$ cat config.mk
export PLATFORM = sky130hd
export DESIGN_NAME = mole_hit_detector
export DESIGN_NICKNAME = d
export VERILOG_FILES = /design/src/rtl/whack_pkg.sv /design/src/rtl/mole_hit_detector_sw_debounce.sv /design/src/rtl/mole_hit_detector.sv
export SDC_FILE = /design/constraint.sdc
export NUM_CORES = 1
export LEC_CHECK = 0
export CAP_MARGIN = 20
export CELL_PAD_IN_SITES_DETAIL_PLACEMENT = 0
export CELL_PAD_IN_SITES_GLOBAL_PLACEMENT = 1
export CORE_ASPECT_RATIO = 2
export CORE_MARGIN = 2
export CORE_UTILIZATION = 35
export DETAILED_ROUTE_END_ITERATION = 10
export PLACE_DENSITY_LB_ADDON = 0.1
export SLEW_MARGIN = 20
export SYNTH_ARGS = -nofsm -noshare
export SYNTH_HDL_FRONTEND = slang
export SYNTH_HIERARCHICAL = 1
export SYNTH_SLANG_ARGS = --single-unit
$ cat constraint.sdc
create_clock -name clk -period 4.9 [get_ports clk]
set_input_delay 0.735 -clock clk [delete_from_list [all_inputs] [get_ports clk]]
set_output_delay 0.735 -clock clk [all_outputs]
set_load 0.02 [all_outputs]
$ cat src/rtl/whack_pkg.sv
// Shared types and constants for the whack-a-mole hit detection path.
package whack_pkg;

    localparam int unsigned NUM_MOLES          = 8;
    localparam int unsigned DEB_CYCLES_DEFAULT = 500000;

    typedef logic [NUM_MOLES-1:0] mole_mask_t;

    typedef enum logic [0:0] {
        WAIT_ROUND = 1'b0,
        ACTIVE     = 1'b1
    } hit_state_e;

    function automatic logic [3:0] popcount(input mole_mask_t m);
        logic [3:0] cnt;
        cnt = '0;
        for (int unsigned i = 0; i < NUM_MOLES; i++) begin
            cnt = cnt + 4'(m[i]);
        end
        return cnt;
    endfunction

endpackage

$ cat src/rtl/mole_hit_detector_sw_debounce.sv
// One switch: 2-flop synchronizer, stability counter and a one-cycle flip pulse
// asserted on the edge where a new level is accepted.
module sw_debounce #(
    parameter int unsigned DEB_CYCLES = 500000
) (
    input  logic clk,
    input  logic rst_n,
    input  logic sw_async,
    output logic flip
);

    localparam int unsigned CNT_W = $clog2(DEB_CYCLES);

    logic             s1_q, s1_d;
    logic             s2_q, s2_d;
    logic             stable_q, stable_d;
    logic [CNT_W-1:0] cnt_q, cnt_d;

    always_comb begin
        s1_d     = sw_async;
        s2_d     = s1_q;
        stable_d = stable_q;
        cnt_d    = '0;
        flip     = 1'b0;
        if (s2_q != stable_q) begin
            if (cnt_q == CNT_W'(DEB_CYCLES - 1)) begin
                stable_d = s2_q;
                flip     = 1'b1;
            end else begin
                cnt_d = cnt_q + 1'b1;
            end
        end
    end

    always_ff @(posedge clk or negedge rst_n) begin
        if (!rst_n) begin
            s1_q     <= 1'b0;
            s2_q     <= 1'b0;
            stable_q <= 1'b0;
            cnt_q    <= '0;
        end else begin
            s1_q     <= s1_d;
            s2_q     <= s2_d;
            stable_q <= stable_d;
            cnt_q    <= cnt_d;
        end
    end

endmodule

$ cat src/rtl/mole_hit_detector.sv
// Debounces the player switches and scores each lit mole at most once per round,
// emitting a registered one-cycle hit pulse with mask and popcount.
module mole_hit_detector
    import whack_pkg::*;
#(
    parameter int unsigned DEB_CYCLES = DEB_CYCLES_DEFAULT
) (
    input  logic                 clk,
    input  logic                 rst_n,
    input  logic [NUM_MOLES-1:0] sw,
    input  logic [NUM_MOLES-1:0] mole_on,
    input  logic                 round_tick,
    output logic                 hit_valid,
    output logic [3:0]           hit_amt,
    output logic [NUM_MOLES-1:0] hit_mask,
    output logic                 armed
);

    mole_mask_t flip;
    mole_mask_t wk;
    mole_mask_t hit;

    hit_state_e state_q, state_d;
    mole_mask_t whacked_q, whacked_d;
    mole_mask_t hit_mask_q, hit_mask_d;
    logic [3:0] hit_amt_q, hit_amt_d;
    logic       hit_valid_q, hit_valid_d;

    for (genvar g = 0; g < NUM_MOLES; g++) begin : g_deb
        sw_debounce #(
            .DEB_CYCLES(DEB_CYCLES)
        ) u_deb (
            .clk     (clk),
            .rst_n   (rst_n),
            .sw_async(sw[g]),
            .flip    (flip[g])
        );
    end

    // round_tick clears the scored set in the same cycle, so that cycle's flips
    // count toward the new round.
    always_comb begin
        state_d   = state_q;
        whacked_d = whacked_q;
        wk        = round_tick ? '0 : whacked_q;
        hit       = '0;
        case (state_q)
            WAIT_ROUND: begin
                whacked_d = '0;
                if (round_tick) begin
                    state_d = ACTIVE;
                end
            end
            ACTIVE: begin
                hit       = flip & mole_on & ~wk;
                whacked_d = wk | hit;
            end
            default: state_d = WAIT_ROUND;
        endcase
        hit_mask_d  = hit;
        hit_amt_d   = popcount(hit);
        hit_valid_d = |hit;
    end

    always_ff @(posedge clk or negedge rst_n) begin
        if (!rst_n) begin
            state_q     <= WAIT_ROUND;
            whacked_q   <= '0;
            hit_mask_q  <= '0;
            hit_amt_q   <= '0;
            hit_valid_q <= 1'b0;
        end else begin
            state_q     <= state_d;
            whacked_q   <= whacked_d;
            hit_mask_q  <= hit_mask_d;
            hit_amt_q   <= hit_amt_d;
            hit_valid_q <= hit_valid_d;
        end
    end

    assign hit_valid = hit_valid_q;
    assign hit_amt   = hit_amt_q;
    assign hit_mask  = hit_mask_q;
    assign armed     = (state_q == ACTIVE);

endmodule

==> flow_summary.yaml, run 1 <==
status:
  status: "finished, final reports clean"
timing:
  finalCritPeriodShare: 0.890
  clock_skew_ns: 0.00826
  rsz0062_at_grt: "no"
  fmax_mhz: 229
  fin_tns_setup_ns: 0
  slew_headroom: 0.390
  hold_viol: 0
  fin_crit_ns: 4.36
  slew_viol_final: 0
  tightest_slew_ns: 0.916
  holdWs_ns: 0.352
  setup_violations: 0
yosys:
  synth-edff-count: 0
  ys_warn_count: 6
  synth_area_leader_cell: "dfrtp_1"
  synth_commonest_cells: "dfrtp_1 (198), nor2_1 (160), xnor2_1 (97)"
  netlist_area_sq_um: 9650
  synthArstFlopShare: 1.00
  postSynthAreaPerCell_sq_um: 10.1
  yosys.cell_count.top_type: "dfrtp_1"
  ys_seq_area_frac: 0.513
  ys_ff_latch: 198
  post-synth-top-area-fraction: 0.513
  synth_fp_nets: 994
  yosys-top-cells-area: "dfrtp_1 (51%), xnor2_1 (8.8%), nor2_1 (6.2%)"
  synth_cell_types: 36
  synthFlopType: "dfrtp_1"
  syn_inst: 959
power_and_ir_drop:
  sw_frac_of_total: 0.246
  p_leak_uw: 0.00423
  ir_drop_v: 0.000244
  power_density_nw_per_um2: 292
  p_clk_frac: 0.438
  p_sw_uw: 785
  comb_power_share: 0.035
  p_seq_frac: 0.527
  p_int_uw: 2410
global_routing:
  grt.total_usage: 0.151
  grt_pass1_vias: 7006
  busiest_layer: "met2"
  globalRouteMet3Util: 0.0310
  grt_max_degree: 112
  antenna_found_initial: 0
  grtUsageMet1: 0.205
  globalRouteOverflowTotal: 0
  grt_pass1_wl_um: 34900
  grt_use_met2: 0.232
floorplan:
  core-area_sq_um: 27300
  die_h_um: 239
  row_count: 86
  pin_count: 33
  start_util: 0.353
  dieWidth_um: 121
  dieArea_sq_um: 29000
clock_tree:
  cts_resized: 0
  cts_sinks: 198
  numCtsBuffers: 17
  ctsRootBufferMaster: "clkbuf_16"
  clock_latency_ns: 0.46
  htree_levels: 4
  clk_pin_slew_ns: 0.07
  cts_tree: "yes"
  cts_max_path_buffers: 2
  holdBufCountCts: 0
  cts_setup_buffers: 0
setup_path:
  cp.arrival_ns: 4.76
  start_kind: "register"
  endpoint_kind: "register"
  crit_path_max_fanout: 6
  crit_type: "register to register"
  required_ns: 5.30
run:
  maxCapViolCount: 0
place:
  numPortBuffers: 32
  hpwl_um: 13600
  globalplace.congestion: 0.778
hold_path:
  hold_class: "register to register"
finish:
  nNetsFinal: 1029
  drive_gt1_frac: 0.0785
  area_growth_pct: 13.1
  insertedDiodeCount: 0
  nFillCells: 2770
routing:
  drcViolationCount: 0
  dr.first_iter.drc_count: 327
  first_pass_iters: 4
  num_vias: 6898
  drt_wl_total_um: 20200
  wl_per_cell_um: 14.9
  vias_per_cell: 5.08
  final_antenna_net_count: 0
-- critical path, stage by stage, from the launching register on --
cell and delay [ns]:
dfrtp_1 0.42, ha_1 0.25, nand4_1 0.28, nor3_1 0.27
nand3_1 0.09, nor4_1 0.43, and3_1 0.25, and2_1 0.17
fa_1 0.42, inv_1 0.08, fa_1 0.41, inv_1 0.09
fa_1 0.42, ha_1 0.20, inv_1 0.06, fa_1 0.40
inv_1 0.06
-- flip-flops by register name, indices dropped and copies added, names as in the netlist --
signal,flops
g_deb.u_deb/stable_q,8
g_deb.u_deb/cnt_q,152
whacked_q,8
hit_mask,8
armed,1
hit_amt,4
g_deb.u_deb/s2_q,8
g_deb.u_deb/s1_q,8
hit_valid,1
-- worst paths after layout --
path,slack [ns],endpoint,start,cells after the start
worst max-delay path,0.54,hit_amt[1],g_deb[3].u_deb/cnt_q[0],16
worst min-delay path,0.35,g_deb[1].u_deb/s2_q,g_deb[1].u_deb/s1_q,0
worst max register to register,0.54,hit_amt[1],g_deb[3].u_deb/cnt_q[0],16
worst min register to register,0.35,g_deb[1].u_deb/s2_q,g_deb[1].u_deb/s1_q,0
max in group asynchronous,3.46,g_deb[1].u_deb/cnt_q[5],rst_n,2
min in group asynchronous,0.38,g_deb[5].u_deb/cnt_q[16],rst_n,1
-- cells in the final DEF, fill, tap and decap left out, types with 9 or more instances in the layout --
master and n:
dfrtp_1 198, nor2_1 160, xnor2_1 97, nand4_1 66, nand2_1 57, nand3_1 56, nor3_1 48, inv_1 42
nor4_1 32, xor2_1 32, clkdlybuf4s50_1 31, a21oi_1 17, clkbuf_16 17, nor4b_1 16, ha_1 12, and4_1 10
nand4_2 9
-- logic make-up (layout without fill, tap and decap cells) --
kind of cell / Yosys count / after routing / share of synthesized area
flip-flops: 198 / 198 / 0.513
AO/OA/AOI/OAI: 52 / 52 / 0.0383
multiplexers: 8 / 8 / 0.00934
adder cells (fa/ha/maj): 16 / 16 / 0.0239
XOR/XNOR: 129 / 129 / 0.117
buffers and inverters: 61 / 109 / 0.0262
AND/OR/NAND/NOR: 495 / 495 / 0.272
-- power groups by stage --
stage	combinational (uW)	sequential, uW	clock (uW)
after global routing	132	1690	1520
after floorplan	59.3	1700	0
final	112	1680	1400
after global placement	117	1710	0
after CTS	118	1680	1460
after detailed placement	118	1710	0
-- layout make-up --
cell class              count  area, sq um  share of cell area
inverters                  44          165              0.0151
multi-input cells         700         4440               0.407
clock inverters            15          145              0.0133
clock buffers              17          425              0.0390
well taps                 352          440              0.0403
repair buffers             33          344              0.0315
flip-flops and latches    198         4950               0.454
-- layer usage --
| metal | vias to the layer above | share of wire | routed length (um) |
|---|---|---|---|
| li1 | 3433 | - | - |
| met1 | 3380 | 0.50 | 10000 |
| met2 | 66 | 0.46 | 9270 |
| met3 | 19 | 0.027 | 543 |
| met4 | 0 | 0.019 | 385 |
| met5 | - | 0 | 0 |
-- metrics by stage --
stage	cells	utilization	power [uW]	setup WS [ns]	instance area (sq um)
after floorplan	959	-	1760	1.11	9650
after global placement	1327	0.379	1830	0.517	10300
after detailed placement	1327	0.379	1830	0.452	10300
after CTS	1359	0.399	3260	0.446	10900
after global routing	1359	0.399	3340	0.182	10900
final	1359	0.399	3190	0.539	10900
Power figures use the tool's default switching activity.
==> inputs of run 2 (changes only) <==
--- a/config.mk
+++ b/config.mk
@@ -5,11 +5,12 @@
 export SDC_FILE = /design/constraint.sdc
 export NUM_CORES = 1
 export LEC_CHECK = 0
+export ABC_AREA = 1
 export CAP_MARGIN = 20
 export CELL_PAD_IN_SITES_DETAIL_PLACEMENT = 0
 export CELL_PAD_IN_SITES_GLOBAL_PLACEMENT = 1
 export CORE_ASPECT_RATIO = 2
-export CORE_MARGIN = 2
+export CORE_MARGIN = 3
 export CORE_UTILIZATION = 35
 export DETAILED_ROUTE_END_ITERATION = 10
 export PLACE_DENSITY_LB_ADDON = 0.1
==> flow_summary.yaml, run 2 <==
routing:
  first_pass_iters: 5
  drt_wl_total_um: 25200
  num_vias: 8009
  drcViolationCount: 0
  dr.first_iter.drc_count: 266
  vias_per_cell: 4.66
  wl_per_cell_um: 14.7
  final_antenna_net_count: 0
setup_path:
  crit_path_max_fanout: 8
  start_kind: "register"
  cp.arrival_ns: 4.12
  cpMostUsedCell: "fa_1"
  crit_type: "register to register"
  required_ns: 5.23
  cpLargestDelayFamily: "adder cells"
  endpoint_kind: "register"
  cpPeakStageDelay_ns: 0.48
  crit_buf_inv: 4
  cp_cell_sequence: "ha_1 -> nand2_1 -> nor2_1 -> nand3_4 -> nor2_1 -> nand2_1 -> nor2_1 -> nand2_1 -> inv_2 -> fa_1 -> inv_1 -> fa_1 -> inv_1 -> fa_1 -> ha_1 -> inv_1 -> fa_1 -> xnor2_1"
  slowest_stage: "fa_1"
yosys:
  netlist_area_sq_um: 10600
  synth_cell_types: 26
  synth_commonest_cells: "nor2_1 (264), nand2_1 (212), dfrtp_1 (198)"
  yosys-top-cells-area: "dfrtp_1 (47%), nor2_1 (9.3%), nand2_1 (7.5%)"
  syn_inst: 1290
  post-synth-top-area-fraction: 0.465
  synthFlopType: "dfrtp_1"
  yosys.cell_count.top_type: "nor2_1"
  ys_warn_count: 6
  ys_seq_area_frac: 0.465
  synth-edff-count: 0
  ys_ff_latch: 198
  synth_area_leader_cell: "dfrtp_1"
  synth_fp_nets: 1325
  postSynthAreaPerCell_sq_um: 8.26
  synthArstFlopShare: 1.00
timing:
  slew_viol_final: 0
  hold_viol: 0
  setup_violations: 0
  holdWs_ns: 0.134
  rsz0062_at_grt: "no"
  fmax_mhz: 264
  tightest_slew_ns: 0.503
  clock_skew_ns: 0.0105
  finalCritPeriodShare: 0.772
  fin_crit_ns: 3.78
  slew_headroom: 0.665
  fin_tns_setup_ns: 0
finish:
  nNetsFinal: 1377
  area_growth_pct: 13.3
  insertedDiodeCount: 0
  largest_register_ffs: 152
  final_cell_mix: "nor2_1 (264), nand2_1 (212), dfrtp_1 (198)"
  drive_gt1_frac: 0.142
  mostFrequentLayoutCell: "nor2_1"
  regMostFlops: "g_deb.u_deb/cnt_q"
  finalInstanceArea_sq_um: 12100
global_routing:
  globalRouteOverflowTotal: 0
  grt_pass1_vias: 8511
  grt_max_degree: 126
  antenna_found_initial: 0
  grt.total_usage: 0.166
  grt_pass1_wl_um: 42500
clock_tree:
  clk_pin_slew_ns: 0.07
  numCtsBuffers: 17
  ctsRootBufferMaster: "clkbuf_16"
  cts_max_path_buffers: 2
  cts_tree: "yes"
  cts_setup_buffers: 0
  holdBufCountCts: 0
  cts_sinks: 198
  cts_resized: 0
  htree_levels: 4
  clock_latency_ns: 0.45
floorplan:
  core-area_sq_um: 29700
  die_h_um: 253
  row_count: 89
  dieArea_sq_um: 32700
  start_util: 0.358
  pin_count: 33
  dieWidth_um: 129
run:
  maxCapViolCount: 0
status:
  status: "finished, final reports clean"
power_and_ir_drop:
  p_leak_uw: 0.00521
  ir_drop_v: 0.000258
  power_density_nw_per_um2: 264
place:
  numPortBuffers: 32
  hpwl_um: 19200
  placed_cell_area_sq_um: 11500
  globalplace.congestion: 0.812
hold_path:
  hold_class: "input pin to async pin"
[run 2: changes by cell type in the layout (fill, tap and decap cells not counted), moves of 22 or more]
cell     previous run  this run
a21oi_1            17        39
nor2_1            160       264
nor2_2              0        40
nand3_1            56        90
nand4_1            66        17
nor2_4              0        34
nand2_2             0        33
nand2_1            57       212
o21ai_1             0        24
inv_1              42       158
nor3_1             48        16
xnor2_1            97        25
nor4_1             32         0
[run 2: cells by family (layout without fill, tap and decap cells)]
logic type / Yosys count / in the layout / share of synthesized area
buffers and inverters: 178 / 243 / 0.0634
XOR/XNOR: 73 / 73 / 0.0600
adder cells (fa/ha/maj): 16 / 16 / 0.0216
AO/OA/AOI/OAI: 79 / 79 / 0.0390
AND/OR/NAND/NOR: 746 / 746 / 0.351
flip-flops: 198 / 198 / 0.465
[run 2: path summary, 6_finish.rpt]
check                                         from                        to  slack [ns]  depth (start not counted)
hold / removal                               rst_n  g_deb[3].u_deb/cnt_q[11]        0.13                          1
hold reg to reg                g_deb[5].u_deb/s1_q       g_deb[5].u_deb/s2_q        0.35                          0
setup / recovery           g_deb[0].u_deb/cnt_q[0]                hit_amt[2]        1.12                         18
max in group asynchronous                    rst_n   g_deb[1].u_deb/cnt_q[4]        3.56                          3
min in group clk               g_deb[5].u_deb/s1_q       g_deb[5].u_deb/s2_q        0.35                          0
setup reg to reg           g_deb[0].u_deb/cnt_q[0]                hit_amt[2]        1.12                         18
[run 2: through the flow]
step | power [uW] | utilization | worst slack, ns | instances
after floorplan | 1750 | - | 1.39 | 1290
final | 3190 | 0.406 | 1.12 | 1719
after CTS | 3260 | 0.405 | 1.07 | 1718
after global routing | 3330 | 0.406 | 0.821 | 1719
after detailed placement | 1830 | 0.386 | 0.848 | 1686
after global placement | 1830 | 0.386 | 0.840 | 1686
[run 2: routing by layer]
layer	GRT usage	share of wire
met1	0.175	0.39
met2	0.318	0.56
met3	0.0281	0.025
met4	0.0682	0.027
met5	0	0
[run 2: power breakdown]
part / internal (uW) / switching (uW) / total [uW]
combinational: 42.1 / 85.3 / 127
clock: 714 / 676 / 1390
sequential: 1660 / 13.5 / 1670
[run 2: final cells by class]
cell class | instances | area [sq um]
Inverter | 169 | 634
Timing Repair Buffer | 42 | 433
Clock buffer | 18 | 429
Clock inverter | 14 | 138
Sequential cell | 198 | 4950
Fill cell | 3083 | 17700
Tap cell | 364 | 455
Multi-Input combinational cell | 914 | 5020
==> inputs of run 3 (changes only) <==
==> constraint.sdc (replaced) <==
create_clock -name clk -period 3.6 [get_ports clk]
set_input_delay 0.54 -clock clk [delete_from_list [all_inputs] [get_ports clk]]
set_output_delay 0.54 -clock clk [all_outputs]
set_load 0.02 [all_outputs]
==> flow_summary.yaml, run 3 (synthesized netlist as in run 2, its figures left out) <==
floorplan:
  die_h_um: 253
  dieArea_sq_um: 32700
  row_count: 89
  start_util: 0.358
  core-area_sq_um: 29700
  pin_count: 33
  dieWidth_um: 129
finish:
  final_cell_mix: "nor2_1 (257), nand2_1 (208), dfrtp_1 (198)"
  multi_input_area_sq_um: 5070
  seq_area_sq_um: 4950
  largest_register_ffs: 152
  insertedDiodeCount: 0
  area_growth_pct: 19.0
  mostFrequentLayoutCell: "nor2_1"
  drive_gt1_frac: 0.198
  nNetsFinal: 1447
  regMostFlops: "g_deb.u_deb/cnt_q"
  final_cells: 1789
  nFillCells: 3055
routing:
  num_vias: 8317
  wl_per_cell_um: 14.6
  first_pass_iters: 4
  drcViolationCount: 0
  dr.first_iter.drc_count: 309
  final_antenna_net_count: 0
  vias_per_cell: 4.65
  drt_wl_total_um: 26100
timing:
  finalCritPeriodShare: 0.978
  clock_skew_ns: 0.0119
  hold_viol: 0
  setup_violations: 0
  slew_headroom: 0.523
  fin_tns_setup_ns: 0
  fin_crit_ns: 3.52
  finalWorstSetupSlack_ns: 0.0800
  fmax_mhz: 284
  tightest_slew_ns: 0.715
  rsz0062_at_grt: "yes"
  slew_viol_final: 0
place:
  numPortBuffers: 32
  pre_cts_ws_ns: -0.183
  globalplace.congestion: 0.821
  hpwl_um: 20200
  placed_cells: 1751
power_and_ir_drop:
  p_leak_uw: 0.00556
  power_density_nw_per_um2: 352
  ir_drop_v: 0.000359
  totalPowerFinal_uw: 4460
clock_tree:
  holdBufCountCts: 0
  ctsRootBufferMaster: "clkbuf_16"
  cts_tree: "yes"
  cts_sinks: 198
  cts_max_path_buffers: 2
  numCtsBuffers: 17
  clock_latency_ns: 0.45
  clk_pin_slew_ns: 0.07
  htree_levels: 4
status:
  status: "finished, final reports clean"
setup_path:
  start_kind: "register"
  crit_type: "register to register"
  endpoint_kind: "register"
  cp.arrival_ns: 3.86
  crit_path_max_fanout: 2
  required_ns: 3.94
global_routing:
  antenna_found_initial: 0
  grt_pass1_wl_um: 43500
  grt.total_usage: 0.170
  grt_max_degree: 91
  grt_pass1_vias: 8987
  globalRouteOverflowTotal: 0
run:
  maxCapViolCount: 0
hold_path:
  hold_class: "input pin to async pin"
run 3: cell count changes in the layout (fill, tap and decap cells not counted), moves of 4 or more:
cell,delta
nor2_1,-7
ha_2,+4
buf_4,+70
nand2_1,-4
nand2_2,+4
ha_1,-4
inv_1,-4
nor2_2,+4
inv_2,+4
run 3: area by class of cell:
cell class                      instances  area share
Multi-Input combinational cell        914       0.400
Sequential cell                       198       0.391
Timing Repair Buffer                  112      0.0750
Inverter                              169      0.0501
Tap cell                              364      0.0359
Clock buffer                           18      0.0339
Clock inverter                         14      0.0137
run 3: final timing paths:
check	start	to	slack, ns	cells past startpoint
worst max register to register	g_deb[0].u_deb/cnt_q[0]	hit_amt[1]	0.08	18
min in group clk	g_deb[1].u_deb/s1_q	g_deb[1].u_deb/s2_q	0.35	0
max in group asynchronous	rst_n	g_deb[3].u_deb/cnt_q[5]	2.65	2
worst min register to register	g_deb[1].u_deb/s1_q	g_deb[1].u_deb/s2_q	0.35	0
worst max-delay path	g_deb[0].u_deb/cnt_q[0]	hit_amt[1]	0.08	18
worst min-delay path	rst_n	g_deb[3].u_deb/cnt_q[17]	0.12	1
run 3: critical path: stages (launching register included):
cell and delay (ns):
dfrtp_1 0.39, ha_2 0.20, nand2_2 0.09, nor2_4 0.05, nand3_4 0.08, nor2_2 0.04
nand2_2 0.09, nor2_1 0.04, nand2_1 0.09, inv_2 0.05, fa_1 0.48, inv_1 0.05
fa_1 0.49, inv_2 0.04, fa_1 0.48, ha_2 0.18, inv_2 0.04, fa_2 0.50
inv_1 0.03
run 3: what timing repair did:
action                     in CTS  in global routing
setup endpoints to repair       2                  3
pin swaps                       4                  6
gates resized for setup         7                 16
setup buffers                   3                  4
run 3: per-stage QoR:
step | hold slack (ns) | util | instance area (sq um)
after floorplan | 0.244 | - | 10600
after global placement | 0.332 | 0.403 | 12000
after detailed placement | 0.335 | 0.403 | 12000
after CTS | 0.139 | 0.424 | 12600
after global routing | 0.165 | 0.426 | 12700
final | 0.123 | 0.426 | 12700
run 3: routing by layer:
metal | up-vias | wire length (um) | global-route usage
met2 | 89 | 15000 | 0.334
li1 | 4255 | - | -
met3 | 39 | 609 | 0.0311
met4 | 0 | 694 | 0.0649
met5 | - | 0 | 0
met1 | 3934 | 9740 | 0.172
run 3: power breakdown:
part / leakage (uW) / total, uW / internal [uW] / switching, uW
sequential: 0.00270 / 2270 / 2250 / 18.1
combinational: 0.00257 / 183 / 63.7 / 119
clock: 0.000289 / 2000 / 1100 / 902
total: 0.00556 / 4460 / 3420 / 1040
